### src/rtl/controle_soneca_pkg.sv
// -----------------------------------------------------------------------------
// controle_soneca_pkg
//   Shared definitions for the alarm-session sequencer: state width,
//   state encodings and default timing parameters.
//   Optional feature macro used by the top: ALARME_FDS_EN.
// -----------------------------------------------------------------------------
package controle_soneca_pkg;

    localparam int ESTADO_W = 2;

    // Encodings are visible on the estado debug port, so they are fixed.
    typedef enum logic [ESTADO_W-1:0] {
        OCIOSO  = 2'd0,
        TOCANDO = 2'd1,
        SONECA  = 2'd2,
        FIM     = 2'd3
    } estado_t;

    localparam int RING_CYCLES_DEF   = 16;
    localparam int SNOOZE_CYCLES_DEF = 32;
    localparam int MAX_SONECAS_DEF   = 3;
    localparam int CW_DEF            = 8;

endpackage

### src/rtl/controle_soneca_contador_ciclos.sv
// -----------------------------------------------------------------------------
// contador_ciclos
//   CW-bit interval counter with synchronous clear and enable. match flags
//   that the count equals the terminal value selected by the caller.
// Ports
//   clock     in   system clock
//   reset     in   synchronous reset, active-low
//   clr       in   clear count to zero (has priority over en)
//   en        in   increment count
//   terminal  in   CW  value compared against the count
//   match     out  count == terminal
// -----------------------------------------------------------------------------
module contador_ciclos #(
    parameter int CW = 8
) (
    input  logic          clock,
    input  logic          reset,
    input  logic          clr,
    input  logic          en,
    input  logic [CW-1:0] terminal,
    output logic          match
);

    logic [CW-1:0] cnt;

    // NOTE: sequential state is always updated with non-blocking assignments
    // so every register samples values from before the clock edge.
    always_ff @(posedge clock) begin
        if (!reset) begin
            cnt <= '0;
        end else if (clr) begin
            cnt <= '0;
        end else if (en) begin
            cnt <= cnt + 1'b1;
        end
    end

    assign match = (cnt == terminal);

endmodule

### src/rtl/controle_soneca.sv
// -----------------------------------------------------------------------------
// controle_soneca
//   Alarm-session sequencer. An alarme rising edge starts a session that
//   rings the buzzer, allows a limited number of snoozes and ends with a
//   one-cycle desligar pulse on stop or ring timeout.
// Ports
//   clock           in   system clock, rising edge
//   reset           in   synchronous reset, active-low
//   alarme          in   alarm-time-reached level; rising edge starts a session
//   dia_util        in   1 = working day
//   soneca          in   snooze pulse (debounced)
//   parar           in   stop pulse (debounced)
//   campainha       out  buzzer enable (state TOCANDO)
//   desligar        out  one-cycle session-end pulse (state FIM)
//   estado          out  2  current state
//   sonecas_usadas  out  2  snoozes taken in current session
// Configuration
//   ALARME_FDS_EN defined  : sessions also start on non-working days, and
//                            such sessions allow no snoozes.
//   ALARME_FDS_EN undefined: alarm edges with dia_util==0 are ignored.
// -----------------------------------------------------------------------------
module controle_soneca
    import controle_soneca_pkg::*;
#(
    parameter int RING_CYCLES   = RING_CYCLES_DEF,
    parameter int SNOOZE_CYCLES = SNOOZE_CYCLES_DEF,
    parameter int MAX_SONECAS   = MAX_SONECAS_DEF,
    parameter int CW            = CW_DEF
) (
    input  logic                clock,
    input  logic                reset,
    input  logic                alarme,
    input  logic                dia_util,
    input  logic                soneca,
    input  logic                parar,
    output logic                campainha,
    output logic                desligar,
    output logic [ESTADO_W-1:0] estado,
    output logic [1:0]          sonecas_usadas
);

    localparam logic [1:0]    MAX_S     = 2'(MAX_SONECAS);
    localparam logic [CW-1:0] TERM_RING = CW'(RING_CYCLES - 1);
    localparam logic [CW-1:0] TERM_SNZ  = CW'(SNOOZE_CYCLES - 1);

    estado_t       estado_q;
    estado_t       estado_d;
    logic [1:0]    sonecas_q;
    logic [1:0]    limite;
    logic          alarme_q;
    logic          inicio;
    logic          cnt_clr;
    logic          cnt_en;
    logic          cnt_match;
    logic [CW-1:0] terminal;

    // NOTE: alarme_q deliberately has no reset branch: it keeps following
    // alarme while reset is held, so a level that stays high across a reset
    // is not mistaken for a fresh rising edge afterwards.
    always_ff @(posedge clock) begin
        alarme_q <= alarme;
    end

`ifdef ALARME_FDS_EN
    logic [1:0] limite_q;

    assign inicio = alarme & ~alarme_q;
    assign limite = limite_q;

    // Snooze allowance is fixed when the session starts.
    always_ff @(posedge clock) begin
        if (!reset) begin
            limite_q <= MAX_S;
        end else if (estado_q == OCIOSO && inicio) begin
            limite_q <= dia_util ? MAX_S : 2'd0;
        end
    end
`else
    assign inicio = alarme & ~alarme_q & dia_util;
    assign limite = MAX_S;
`endif

    // Next-state decision, shared by the state register and the counter
    // controls so both always agree on when a transition happens.
    // NOTE: every variable gets a default first, so no latch is inferred.
    always_comb begin
        estado_d = estado_q;
        unique case (estado_q)
            OCIOSO: begin
                if (inicio) estado_d = TOCANDO;
            end
            TOCANDO: begin
                if (parar)                               estado_d = FIM;
                else if (soneca && (sonecas_q < limite)) estado_d = SONECA;
                else if (cnt_match)                      estado_d = FIM;
            end
            SONECA: begin
                if (parar)          estado_d = FIM;
                else if (cnt_match) estado_d = TOCANDO;
            end
            FIM: begin
                estado_d = OCIOSO;
            end
            default: estado_d = OCIOSO;
        endcase
    end

    // The count restarts on every state change, so it never wraps.
    assign cnt_clr  = (estado_d != estado_q);
    assign cnt_en   = !cnt_clr && (estado_q == TOCANDO || estado_q == SONECA);
    assign terminal = (estado_q == SONECA) ? TERM_SNZ : TERM_RING;

    contador_ciclos #(
        .CW (CW)
    ) u_contador (
        .clock    (clock),
        .reset    (reset),
        .clr      (cnt_clr),
        .en       (cnt_en),
        .terminal (terminal),
        .match    (cnt_match)
    );

    always_ff @(posedge clock) begin
        if (!reset) begin
            estado_q  <= OCIOSO;
            sonecas_q <= 2'd0;
        end else begin
            estado_q <= estado_d;
            if (estado_q == OCIOSO && inicio) begin
                sonecas_q <= 2'd0;
            end else if (estado_q == TOCANDO && estado_d == SONECA) begin
                sonecas_q <= sonecas_q + 2'd1;
            end
        end
    end

    assign campainha      = (estado_q == TOCANDO);
    assign desligar       = (estado_q == FIM);
    assign estado         = estado_q;
    assign sonecas_usadas = sonecas_q;

endmodule

### config.mk
export PLATFORM = sky130hd
export DESIGN_NAME = controle_soneca
export DESIGN_NICKNAME = d
export VERILOG_FILES = /design/src/rtl/controle_soneca_pkg.sv /design/src/rtl/controle_soneca_contador_ciclos.sv /design/src/rtl/controle_soneca.sv
export SDC_FILE = /design/constraint.sdc
export NUM_CORES = 1
export LEC_CHECK = 0
export ABC_AREA = 1
export CORE_UTILIZATION = 60
export CTS_BUF_LIST = sky130_fd_sc_hd__clkbuf_8
export DETAILED_ROUTE_END_ITERATION = 8
export GPL_ROUTABILITY_DRIVEN = 0
export GPL_TIMING_DRIVEN = 0
export PLACE_DENSITY_LB_ADDON = 0.08
export SETUP_SLACK_MARGIN = 0.02
export SYNTH_ARGS = -nofsm -noshare
export SYNTH_HDL_FRONTEND = slang
export SYNTH_SLANG_ARGS = --single-unit
### constraint.sdc
create_clock -name clock -period 5.02 [get_ports clock]
set_input_delay 0.502 -clock clock [delete_from_list [all_inputs] [get_ports clock]]
set_output_delay 0.502 -clock clock [all_outputs]
set_load 0.02 [all_outputs]
# Yosys cells after proc, flatten, opt, wreduce, memory -nomap -nowiden
# Cells that the tools add are included.
[word_totals] wordCells=34 reg_bits=13 in_bits=6 memories=0 mem_bits_rw=0 latch_bits=0 romBits=0
[classes] div_mod_pow=0 n_reduce_logical=9 addsub=2 order_cmp=1 eq_ne=6 n_bitwise=4 multipliers=0 shifts=0 muxes=8
[op_table] operator="2-to-1 mux 2 bit" count=6
[op_table] operator="adder 8 x 1 -> 8 bit (second input constant)" count=1
[op_table] operator="equality test 8 x 5 -> 1 bit" count=1
[op_table] operator="one-hot mux 2 bit (4 select lines)" count=1
[op_table] operator="equality test 2 bit (second input constant)" count=3
[op_table] operator="2-to-1 mux 5 bit" count=1
[op_table] operator="logical AND 1 bit" count=4
[op_table] operator="OR reduction 2 bit" count=2
[op_table] operator="adder 2 x 1 -> 2 bit (second input constant)" count=1
[op_table] operator="AND 1 bit" count=2
[op_table] operator="equality test 2 x 1 -> 1 bit (second input constant)" count=1
[op_table] operator="zero test 2 bit" count=1
[op_table] operator="< comparator 2 bit (second input constant)" count=1
[op_table] operator="inequality test 2 bit" count=1
[op_table] operator="NOT 1 bit" count=2
[op_table] operator="zero test 1 bit" count=1
[op_table] operator="logical OR 1 bit" count=1

# Longest topological paths before layout
[depth] depth_word=10 ltp_mapped=17 mapped_depth_nobuf=17

# Modules after synthesis
# A second synthesis with hierarchy kept.
[unflattened] hier_cells=154 area_unflattened_um2=942.2
[modules_own_cells] mod="contador_ciclos" area_per_inst_um2=525.5 instances=1 seq_area_each_um2=160.2 cells_per_inst=92
[modules_own_cells] mod="controle_soneca" area_per_inst_um2=416.6 instances=1 seq_area_each_um2=100.1 cells_per_inst=62

# Least setup slack after synthesis
# Ideal clock, no wire load.
[synth_path] path_type="reg2reg" startpoint="reg estado_q[0], in the netlist estado[0]" endpoint="reg u_contador.cnt[1]" required_time_ns=4.908 path_slack_ns=3.076 arrival_ns=1.832 path_stages_with_launch=17 setup_ns=0.112 path_cell_list="dfxtp_1 inv_1 ha_1 inv_1 nand2_1 nand2_1 nand3_2 nand2_1 nand2_1 nand2_1 nand2_2 nand2_4 nand2_4 nand2_4 nand3_2 nor2_1 nor2_1"
[synth_via] elab_chain_len=10 word_cells_on_any_way=18 cone_classes="eq/ne: 5; mux: 8; reduce/logical: 5"
[synth_rtl] element="start: declaration" line="controle_soneca.sv:46" rtl="estado_t estado_q;"
[synth_rtl] element="start signal: assignment" line="controle_soneca.sv:129" rtl="estado_q <= estado_d;"
[synth_rtl] element="equality test 2 bit" line="controle_soneca.sv:88, controle_soneca.sv:110, controle_soneca.sv:111"
[synth_rtl] element="2-to-1 mux 5 bit" line="controle_soneca.sv:111" rtl="assign terminal = (estado_q == SONECA) ? TERM_SNZ : TERM_RING;"
[synth_rtl] element="equality test 8 x 5 -> 1 bit" line="controle_soneca_contador_ciclos.sv:38" rtl="assign match = (cnt == terminal);"
[synth_rtl] element="2-to-1 mux 2 bit" line="controle_soneca.sv:95" rtl="else if (cnt_match) estado_d = FIM;"
[synth_rtl] element="2-to-1 mux 2 bit" line="controle_soneca.sv:94" rtl="else if (soneca && (sonecas_q < limite)) estado_d = SONECA;"
[synth_rtl] element="2-to-1 mux 2 bit" line="controle_soneca.sv:93" rtl="if (parar) estado_d = FIM;"
[synth_rtl] element="one-hot mux 2 bit (4 select lines)" line="controle_soneca.sv:88" rtl="unique case (estado_q)"
[synth_rtl] element="inequality test 2 bit" line="controle_soneca.sv:109" rtl="assign cnt_clr = (estado_d != estado_q);"
[synth_rtl] element="zero test 1 bit" line="controle_soneca.sv:110" rtl="assign cnt_en = !cnt_clr && (estado_q == TOCANDO || estado_q == SONECA);"
[synth_rtl] element="logical AND 1 bit" line="controle_soneca.sv:110"
[synth_rtl] element="end signal: assignment" line="controle_soneca_contador_ciclos.sv:34" rtl="cnt <= cnt + 1'b1;"
[synth_rtl] element="end: declaration" line="controle_soneca_contador_ciclos.sv:24" rtl="logic [CW-1:0] cnt;"
# Parallel ways exist; a longest one is shown, timed or not.
# A chain may end at the register's enable or synchronous reset.

# Worst setup path in the final report
[layout_path] startpoint="reg estado_q[1], in the netlist estado[1]" endpoint="out campainha"
[layout_via] elab_chain_len=1
[layout_rtl] element="equality test 2 x 1 -> 1 bit" line="controle_soneca.sv:138" rtl="assign campainha = (estado_q == TOCANDO);"
[layout_rtl] element="end: declaration" line="controle_soneca.sv:36" rtl="output logic campainha,"
# No other way between the ends.

==> impl_metrics.toml <==
[outcome]
run_status = "finished, final reports clean"

[min_path]
min_path_cells = 2
classification_of_the_worst_slack_hold_path = "flip-flop to flip-flop"
worst_hold_path.endpoint = "sonecas_usadas[1]$_SDFFE_PP0P_"
timing.hold.worst.start = "sonecas_usadas[1]$_SDFFE_PP0P_"

[placement]
numPlacedInstances = 146
hpwl_um = 1375
port-buffer-count = 11

[worst_setup_path]
reg2regPathDepth = 16
critPathTopFamily = "buffers and inverters"
path_max_fanout = 6
critical_path.startpoint_type = "flip-flop"
rr_startpoint = "estado[0]$_SDFF_PN0_"
endpoint_kind = "output pin"
worst-path-stages = 3
crit_chain = "inv_1 > ha_1 > clkdlybuf4s50_1"
path_buf_inv = 2
critPathArrivalTime_ps = 1740
critPathSlowestCell = "sky130_fd_sc_hd__clkdlybuf4s50_1"
timing.critical_path.slowest_cell_delay_ps = 640
critPathKind = "flip-flop to output pin"
required_ps = 4520
timing.reg2reg.setup_slack_ps = 2930
rr_endpoint = "u_contador.cnt[1]$_SDFFE_PP0P_"

[logic_synthesis]
synthesis.yosys.warnings = 0
post_synth_instance_area_um2 = 868.3
synth-seq-area-share_pct = 29.97
ys_ff_latch = 13
synthesis.nets = 133
synthesis.instances = 120
yosysUniqueCellTypes = 22
syn_avg_cell_area_um2 = 7.236

[layout]
filler_free_cell_count_of_the_finished_design = 150
layout.cells.most_common_list = "sky130_fd_sc_hd__nand2_1 (22), sky130_fd_sc_hd__inv_1 (18), sky130_fd_sc_hd__nor2_1 (18), sky130_fd_sc_hd__dfxtp_1 (13), sky130_fd_sc_hd__clkdlybuf4s50_1 (11)"
most_frequent_standard_cell_in_the_layout_excluding_fill_and_tap_cells = "sky130_fd_sc_hd__nand2_1"
final_layout_size_suffix_gt1_share_pct = 15.56
layout.nets = 149
nFillCells = 96
syn2layout_area_growth_pct = 20.03
antenna-diode-count = 0

[die]
die_area_um2 = 1603
num_io_pins = 12
core_area_um2 = 1318
floorplan.initialDensity_pct = 65.91
row_count = 13
die_x_um = 40.04
dieHeight_um = 40.04

[power_and_ir_drop]
internal-power_uw = 245.6
clockPowerShare_pct = 20.9
net-switching-power_uw = 178.4
power.combinational.fraction_pct = 47.7
switching_share_pct = 42.07
power.share.sequential_pct = 31.4
worst_ir_drop_vdd_mv = 0.2847
p_leak_nw = 0.4675
cell_pwr_density_nw_per_um2 = 406.8
report.power.total_uw = 424.0

[route]
drt_wl_total_um = 1701
drcViolationCount = 0
viasPerCell = 5.047
wl_per_cell_um = 11.34
via_count = 757
drtAntennaViolNets = 0
drt_iter0_drc = 15
first_pass_iters = 4

[clocking]
htree_levels = 1
number_of_buffers_inserted_during_clock_tree_synthesis = 3
resized_cells_post_cts = 0
tritoncts = "built"
cts-hold-fix-buffers = 0
clock_tree.buffer_depth = 2
insertion_delay_ps = 240
clkTransAtPathRegs_ps = 50
numClockSinks = 13
cts.root.buffer_cell = "sky130_fd_sc_hd__clkbuf_8"
post_cts_buffers = 0

[global_routing]
grt_pass1_vias = 635
antenna_violations_before_repair = 0
grt_usage_pct = 23.99
grt_max_degree = 8
overflow = 0
grt_first_pass_wirelength_um = 2546

[timing]
setup_repair_after_global_routing_missed_its_margin = "no"
slew_headroom_pct = 70.74
finalCriticalPeriod_ps = 2246
max_clock_freq_mhz = 445.2
tns_ps = 0
max_transition_viols_final = 0
hold_viol_final = 0
clock-skew-final_ps = 3.608
post-route-period-util_pct = 44.74
setup_violations = 0
timing_worst_slew_pin_value_ps = 434.3

[job]
cap_violations = 0
[state kept, by name, summed over array words and instances (netlist names)]
| register | flops |
|---|---|
| u_contador.cnt | 8 |
| sonecas_usadas | 2 |
| estado | 2 |
| alarme_q | 1 |
[synth_stat cells]
master / count / area, um2
sky130_fd_sc_hd__nand4_1: 3 / 18.77
sky130_fd_sc_hd__nor3_2: 1 / 10.01
sky130_fd_sc_hd__clkinv_1: 1 / 3.750
sky130_fd_sc_hd__nand2_1: 22 / 82.58
sky130_fd_sc_hd__nand3_2: 4 / 40.04
sky130_fd_sc_hd__nor2_1: 18 / 67.56
sky130_fd_sc_hd__nand3_1: 7 / 35.03
sky130_fd_sc_hd__a21oi_1: 4 / 20.02
sky130_fd_sc_hd__xor2_1: 3 / 26.28
sky130_fd_sc_hd__nor2_2: 2 / 12.51
sky130_fd_sc_hd__xnor2_1: 2 / 17.52
sky130_fd_sc_hd__inv_1: 17 / 63.81
sky130_fd_sc_hd__nand2_4: 3 / 33.78
sky130_fd_sc_hd__or2_2: 1 / 6.260
sky130_fd_sc_hd__nand2_2: 4 / 25.02
sky130_fd_sc_hd__dfxtp_1: 13 / 260.3
sky130_fd_sc_hd__inv_2: 1 / 3.750
sky130_fd_sc_hd__nor2_4: 1 / 11.26
sky130_fd_sc_hd__ha_1: 7 / 87.58
sky130_fd_sc_hd__nor3_1: 2 / 10.01
sky130_fd_sc_hd__o21ai_0: 3 / 15.01
sky130_fd_sc_hd__nand3_4: 1 / 17.52
[per-stage QoR]
| stage | hold slack, ps | area [um2] | utilization, % | worst slack (ps) |
|---|---|---|---|---|
| 5_1_grt | 536.1 | 1042 | 79.11 | 2712 |
| 2_1_floorplan | 516.3 | 868.3 | - | 3076 |
| 3_3_place_gp | 475.0 | 997.2 | 75.69 | 3026 |
| 6_report | 499.9 | 1042 | 79.11 | 2774 |
| 4_1_cts | 508.9 | 1042 | 79.11 | 2796 |
| 3_5_place_dp | 498.6 | 997.2 | 75.69 | 2952 |
[worst max-delay path by stage]
stage / startpoint / to
finish: estado[1]$_SDFF_PN0_ / campainha
global route: estado[0]$_SDFF_PN0_ / u_contador.cnt[1]$_SDFFE_PP0P_
CTS: estado[1]$_SDFF_PN0_ / campainha
detailed placement: alarme / u_contador.cnt[1]$_SDFFE_PP0P_
global placement: alarme / u_contador.cnt[1]$_SDFFE_PP0P_
floorplan: estado[0]$_SDFF_PN0_ / u_contador.cnt[1]$_SDFFE_PP0P_
[worst reg2reg max path, delay by kind of cell (launching register included)]
| family | cells | cell delay (ps) |
|---|---|---|
| buffers and inverters | 2 | 290 |
| adder cells (fa/ha/maj) | 1 | 270 |
| AND/OR/NAND/NOR | 13 | 930 |
| flip-flops | 1 | 470 |
[cells by family (layout without fill, tap and decap cells)]
| kind of cell | count (synthesis) | count (layout) | share of synthesized area [%] |
|---|---|---|---|
| simple gates | 69 | 69 | 42.65 |
| flops | 13 | 13 | 29.97 |
| buf+inv | 19 | 34 | 8.212 |
| fa+ha+maj | 7 | 7 | 10.09 |
| compound gates | 7 | 7 | 4.034 |
| xor+xnor | 5 | 5 | 5.044 |
[area by class of cell]
class,instances,area (um2),area share (%)
clock buffer,3,41.29,3.962
inverter,19,71.32,6.843
tap,15,18.77,1.801
clock inverter,1,3.754,0.3601
timing repair buffer,11,110.1,10.56
sequential,13,260.3,24.97
multi-input combinational,88,536.8,51.50
[power groups by stage]
| stage | sequential [mW] | combinational, mW | clock [mW] |
|---|---|---|---|
| 2_1_floorplan | 0.137 | 0.150 | 0 |
| 3_3_place_gp | 0.134 | 0.192 | 0 |
| 3_5_place_dp | 0.134 | 0.201 | 0 |
| 4_1_cts | 0.132 | 0.202 | 0.0902 |
| 5_1_grt | 0.134 | 0.224 | 0.0953 |
| 6_report | 0.133 | 0.202 | 0.0885 |
[routing by layer]
layer  GRT usage, %  wire length, um  vias up
li1               -                -      407
met1          28.47              795      338
met2          42.34              850       12
met3          8.333               55        0
met4          2.586                0        0
met5              0                0        -
(Power assumes the default switching activity.)
